--- config.mk ---
export PLATFORM = sky130hd
export DESIGN_NAME = pix_wr_ctrl
export DESIGN_NICKNAME = d
export VERILOG_FILES = /design/src/rtl/pix_wr_ctrl.sv
export SDC_FILE = /design/constraint.sdc
export NUM_CORES = 1
export LEC_CHECK = 0
export BUFFER_PORTS_ARGS = -buffer_cell sky130_fd_sc_hd__buf_2
export CORE_MARGIN = 2
export CORE_UTILIZATION = 56
export DETAILED_ROUTE_END_ITERATION = 7
export GPL_TIMING_DRIVEN = 0
export HOLD_SLACK_MARGIN = 0.08
export PLACE_DENSITY = 0.8
export REMOVE_ABC_BUFFERS = 1
export SYNTH_ARGS = -nofsm -noshare
export SYNTH_HDL_FRONTEND = slang
export SYNTH_SLANG_ARGS = --single-unit
--- constraint.sdc ---
create_clock -name clk -period 2.3 [get_ports clk]
set_input_delay 0.23 -clock clk [delete_from_list [all_inputs] [get_ports clk]]
set_output_delay 0.23 -clock clk [all_outputs]
set_load 0.005 [all_outputs]
--- src/rtl/pix_wr_ctrl.sv ---
// Raster-order pixel stream to square-image memory write controller.
// Latency: accepted pixel -> wr_en/wr_addr/wr_data one cycle later; frame_done rides the last write.
// Backpressure: s_ready high only in WRITE, so the source may stall any number of cycles.
//
// Ports:
//   clk, rst_n (async, active-high), sclr (sync clear)
//   start, img_dim      : frame request and side length (1..256), latched in IDLE
//   s_valid/s_ready/s_data : pixel stream handshake
//   wr_en/wr_addr/wr_data  : registered memory write port
//   x_cnt/y_cnt         : position of the next pixel to accept
//   busy, frame_done    : frame in progress, one-cycle end-of-frame pulse
module pix_wr_ctrl #(
  parameter int DATA_W = 8,
  parameter int ADDR_W = 17,
  parameter int DIM_W  = 9
) (
  input  logic              clk,
  input  logic              rst_n,
  input  logic              sclr,
  input  logic              start,
  input  logic [DIM_W-1:0]  img_dim,
  input  logic              s_valid,
  input  logic [DATA_W-1:0] s_data,
  output logic              s_ready,
  output logic              wr_en,
  output logic [ADDR_W-1:0] wr_addr,
  output logic [DATA_W-1:0] wr_data,
  output logic [7:0]        x_cnt,
  output logic [7:0]        y_cnt,
  output logic              busy,
  output logic              frame_done
);

  typedef enum logic [1:0] {IDLE, WRITE, DONE} state_t;

  state_t            state;
  logic [7:0]        dim_m1;    // latched side length minus one; 256 fits in 8 bits this way
  logic [ADDR_W-1:0] addr_acc;  // rows are contiguous, so the address just counts pixels
  logic              dim_ok;
  logic              x_last;
  logic              y_last;

  assign dim_ok  = (img_dim != '0) && (img_dim <= DIM_W'(256));
  assign x_last  = (x_cnt == dim_m1);
  assign y_last  = (y_cnt == dim_m1);
  assign s_ready = (state == WRITE);
  assign busy    = (state != IDLE);

  always_ff @(posedge clk or posedge rst_n) begin
    if (rst_n) begin
      state      <= IDLE;
      dim_m1     <= '0;
      addr_acc   <= '0;
      x_cnt      <= '0;
      y_cnt      <= '0;
      wr_en      <= 1'b0;
      wr_addr    <= '0;
      wr_data    <= '0;
      frame_done <= 1'b0;
    end else if (sclr) begin
      // A pixel handshaken in this cycle is dropped on purpose.
      state      <= IDLE;
      addr_acc   <= '0;
      x_cnt      <= '0;
      y_cnt      <= '0;
      wr_en      <= 1'b0;
      frame_done <= 1'b0;
    end else begin
      wr_en      <= 1'b0;
      frame_done <= 1'b0;
      case (state)
        IDLE: begin
          if (start && dim_ok) begin
            dim_m1   <= 8'(img_dim - DIM_W'(1));
            addr_acc <= '0;
            x_cnt    <= '0;
            y_cnt    <= '0;
            state    <= WRITE;
          end
        end
        WRITE: begin
          if (s_valid) begin
            wr_en    <= 1'b1;
            wr_addr  <= addr_acc;
            wr_data  <= s_data;
            addr_acc <= addr_acc + ADDR_W'(1);
            if (x_last) begin
              if (y_last) begin
                // Last pixel: x/y stay parked at dim-1 for the reader.
                state      <= DONE;
                frame_done <= 1'b1;
              end else begin
                x_cnt <= '0;
                y_cnt <= y_cnt + 8'(1);
              end
            end else begin
              x_cnt <= x_cnt + 8'(1);
            end
          end
        end
        DONE:    state <= IDLE;
        default: state <= IDLE;
      endcase
    end
  end

endmodule

* Word-level counts from Yosys, hierarchy flattened *
Cells that the tools add are included.

storage, ports and cells
  bits in registers = 70
  bits of input ports = 22
  output and inout bits = 45

operators by class
  add/sub/neg operators = 4
  $lt $le $gt $ge = 1
  equal/unequal tests = 9
  mux-type cells = 29
  bitwise logic cells = 1
  reductions and logical operators = 12

operator list
  kind                     count
  $mux W8                  9
  $mux W17                 3
  $pmux W17 S2             1
  $pmux W8 S2              2
  $add A17 B1 Y17 const B  1
  $add A8 B1 Y8 const B    2
  $eq A8 B8 Y1             2
  $mux W2                  5
  $le A9 B9 Y1 const B     1
  $ne A3 B3 Y1 const B     3
  $reduce_and A3 Y1        3
  $reduce_bool A9 Y1       1
  $mux W1                  8
  $reduce_and A4 Y1        2
  $sub A8 B1 Y8 const B    1
  $ne A3 B2 Y1 const B     2
  $reduce_and A5 Y1        1
  $ne A4 B4 Y1 const B     1
  $pmux W2 S2              1
  $reduce_bool A3 Y1       1
  $eq A2 B1 Y1 const B     1
  $logic_and A1 B1 Y1      2
  $logic_not A2 Y1         1
  $reduce_bool A2 Y1       1
  $not A1 Y1               1

* Logic depth before layout (Yosys ltp) *
  depth after elaboration = 6
  depth in mapped cells = 9
  mapped depth without buffers = 7

* Worst setup path before layout *
No wires, ideal clock.

  path kind = reg-to-reg
  start point = register x_cnt[5]
  end point = register x_cnt[5]
  setup time = 124 ps
  data arrival time = 1811 ps
  slack = 365 ps
  stages on the path, launching flop included = 7
  buffers on the path = 1
  cell sequence = dfrtp_1 -> xor2_1 -> nor4_2 -> a21oi_1 -> clkbuf_1 -> and3_1 -> a211o_1

on the way
  word-level cells in the longest chain between the ends = 5
  elaborated cells between the ends (all ways) = 8
  classes of those cells = add/sub: 1; eq/ne: 2; mux: 4; reduce/logical: 1

RTL lines
  what                                           RTL line  text
  start, declared                                28        output logic [7:0] x_cnt,
  start signal, assigned                         97        x_cnt <= x_cnt + 8'(1);
  $add A8 B1 Y8 or $eq A8 B8 Y1 (tied branches)  97, 44
  $mux W8                                        87        if (x_last) begin
  $mux W8                                        82        if (s_valid) begin
  $pmux W8 S2                                    71        case (state)
  $mux W8                                        60        end else if (sclr) begin

Parallel ways exist; a longest one is shown, timed or not. The select of a mux whose other input is x is not followed.
A chain may end at the register's enable or synchronous reset.

* Worst setup path in the final report *
  start point = register dim_m1[6]
  end point = register x_cnt[2]

on the way
  word-level cells in the longest chain between the ends = 5
  elaborated cells between the ends (all ways) = 8
  classes of those cells = eq/ne: 3; mux: 4; reduce/logical: 1

RTL lines
  what                    RTL line  text
  start, declared         37        logic [7:0] dim_m1;
  start signal, assigned  74        dim_m1 <= 8'(img_dim - DIM_W'(1));
  $eq A8 B8 Y1            44        assign x_last = (x_cnt == dim_m1);
  $mux W8                 87
  $mux W8                 82
  $pmux W8 S2             71
  $mux W8                 60

Parallel ways exist; a longest one is shown, timed or not. The select of a mux whose other input is x is not followed.

==> flow_metrics.env <==
export IMPL_drt_iter0_markers=181
export IMPL_period_share_pct=91.7
export IMPL_fmax_mhz=474
export IMPL_hpwl_mm=5.20
export IMPL_io_buffer_count=66
export IMPL_cp_startpoint="dim_m1[6]"
export IMPL_cts_tree="done"
export IMPL_synthesis_area_mm2=0.00360
export IMPL_synth_warnings=0
export IMPL_yosysSeqAreaShare_pct=48.6
export IMPL_cts_made_buffers=9
export IMPL_peakVddDrop_mv=0.486
export IMPL_clock_path_buffers=2
export IMPL_ys_types=52
export IMPL_synth_seq_cells=70
export IMPL_slowest_stage="nor4_4"
export IMPL_rrSetupSlack_ns=0.19
export IMPL_hp_class="input pin to register"
export IMPL_die_y_um=84.2
export IMPL_viasPerCell=5.66
export IMPL_fin_setup_tns_ns=0
export IMPL_cts_sinks=70
export IMPL_worst_pin_slew_ns=0.850
export IMPL_path_buf_inv=0
export IMPL_layout_commonest_cell="nand2_1"
export IMPL_hp_start="img_dim[3]"
export IMPL_h_tree_depth=3
export IMPL_slew_headroom_pct=43.3
export IMPL_antenna_cells=0
export IMPL_maxCapViolCount=0
export IMPL_overflow=0
export IMPL_clk_pin_slew_ns=0.07
export IMPL_cp_end_kind="register"
export IMPL_synthCells=395
export IMPL_fin_area_mm2=0.00429
export IMPL_use_met1_pct=29.1
export IMPL_vias=3100
export IMPL_dieArea_mm2=0.00709
export IMPL_crit_chain="xor2_1, nor4_4, nand2_1, o31ai_4, a221o_1"
export IMPL_gp_congestion=0.915
export IMPL_antenna_found_initial=0
export IMPL_fin_nets=493
export IMPL_slowest_delay_ns=0.49
export IMPL_power_density_mw_per_mm2=616
export IMPL_start_kind="register"
export IMPL_core_area_mm2=0.00628
export IMPL_period_needed_ns=2.11
export IMPL_die_w_um=84.2
export IMPL_root_buffer="clkbuf_8"
export IMPL_grtUsageTotal_pct=23.4
export IMPL_start_util_pct=57.4
export IMPL_place_area_mm2=0.00396
export IMPL_drt_pass1_iter_count=4
export IMPL_arrival_ns=2.40
export IMPL_p_leak_uw=0.00216
export IMPL_synth_top_area_share_pct=48.6
export IMPL_rows=29
export IMPL_fin_skew_ns=0.00872
export IMPL_hold_viol_final=0
export IMPL_setup_viol=0
export IMPL_wl_per_cell_um=14.4
export IMPL_io_pins=67
export IMPL_grt_pass1_wl_mm=13.3
export IMPL_r2r_start="dim_m1[6]"
export IMPL_synth_edf_count=0
export IMPL_critical_path_class="register to register"
export IMPL_cp_max_fo=8
export IMPL_synth_top_cell_by_area="dfrtp_1"
export IMPL_critical_path_top_delay_family="simple AND/OR/NAND/NOR gates"
export IMPL_avgSynthCellArea_um2=9.12
export IMPL_grt_max_degree=71
export IMPL_final_layout_size_suffix_gt1_share_pct=21.0
export IMPL_cts_setup_buffers=0
export IMPL_grt_pass1_vias=2917
export IMPL_drv_slew=0
export IMPL_async_flop_share_pct=100
export IMPL_ys_flop_type="dfrtp_1"
export IMPL_grt_busiest_layer="met2"
export IMPL_antenna_left=0
export IMPL_crit_required_ns=2.59
export IMPL_met2_usage_pct=37.9
export IMPL_wirelength_mm=7.91
export IMPL_use_met3_pct=7.08
export IMPL_yosys_top_cells_area="dfrtp_1 49%, nand2_1 9.4%, o21ai_0 3.2%"
export IMPL_status="complete, no violations"
export IMPL_most_common_layout_cells="89 x nand2_1, 70 x dfrtp_1, 66 x buf_2, 23 x o21ai_0"
export IMPL_insertion_delay_ns=0.35
export IMPL_drc=0
export IMPL_syn_to_final_growth_pct=19.2
flip-flops by register name, indices dropped and copies added (netlist names):
signal,cells
x_cnt,8
dim_m1,8
wr_en,1
state,2
wr_data,8
y_cnt,8
addr_acc,17
wr_addr,17
frame_done,1
path summary, 6_finish.rpt:
| kind | endpoint | depth (start not counted) |
|---|---|---|
| setup / recovery | x_cnt[2] | 5 |
| hold / removal | dim_m1[3] | 3 |
| setup reg to reg | x_cnt[2] | 5 |
| hold reg to reg | wr_addr[13] | 2 |
| max in group asynchronous | addr_acc[0] | 3 |
| min in group asynchronous | wr_data[0] | 3 |
per-layer routing:
layer / wire, um / part of all wire [%]
met5: 0 / 0
met4: 139 / 1.8
met3: 450 / 5.7
met2: 3800 / 48
met1: 3520 / 44
final cells by class:
class | instances | area [um2]
Fill cell | 516 | 1990
Tap cell | 77 | 96.3
Clock buffer | 12 | 145
Timing Repair Buffer | 76 | 430
Multi-Input combinational cell | 297 | 1790
Clock inverter | 4 | 22.5
Sequential cell | 70 | 1750
Inverter | 12 | 52.6
Yosys cell counts, types with 2 or more instances:
cell,n
nand2_1,90
dfrtp_1,70
o21ai_0,23
a21oi_1,19
nor2_1,18
nand3_1,14
and3_1,12
inv_1,11
xnor2_1,11
xor2_1,11
clkbuf_1,9
nand4_1,9
nor3_1,9
or3_1,7
buf_2,6
a21o_1,5
ha_1,5
a211o_1,4
a31oi_1,4
nor2b_1,4
nor4b_1,4
or2_2,4
nor3b_1,3
nor4_1,3
o2111ai_1,3
o31ai_1,3
a221o_1,2
a32o_1,2
and4b_1,2
nor4_2,2
o211ai_1,2
o21bai_1,2
o22ai_1,2
or4_1,2
cell families after synthesis:
| logic type | count (synthesis) | share of synthesized area [%] |
|---|---|---|
| flops | 70 | 48.6 |
| fa+ha+maj | 5 | 1.74 |
| xor+xnor | 22 | 5.35 |
| buf+inv | 28 | 3.16 |
| simple gates | 191 | 26.5 |
| compound gates | 78 | 14.4 |
| mux | 1 | 0.278 |
through the flow:
stage               worst slack [ns]  total power [uW]  hold slack, ns  utilization [%]  std cells
global route                -0.00798              2770           0.232             68.4        548
CTS                           0.0593              2640           0.203             67.8        548
global placement               -1.38              1740           0.419             63.1        522
detailed placement             -1.41              1750           0.426             63.1        522
finish                         0.192              2640           0.210             68.4        548
floorplan                     -0.398              1620           0.315                -        379
worst min-delay path, stage by stage:
cell,delay (ns)
buf_2,0.12
xnor2_1,0.12
a21oi_1,0.06
what timing repair did:
item                                   4_1_cts  5_1_grt
setup endpoints to repair                   48       19
resized for setup                            7        5
hold buffers                                10        0
endpoints found under the hold margin       19        0
power breakdown:
part           internal, uW  switching [uW]
combinational           165             218
sequential             1310            66.4
clock                   416             464
Power figures use the tool's default switching activity.
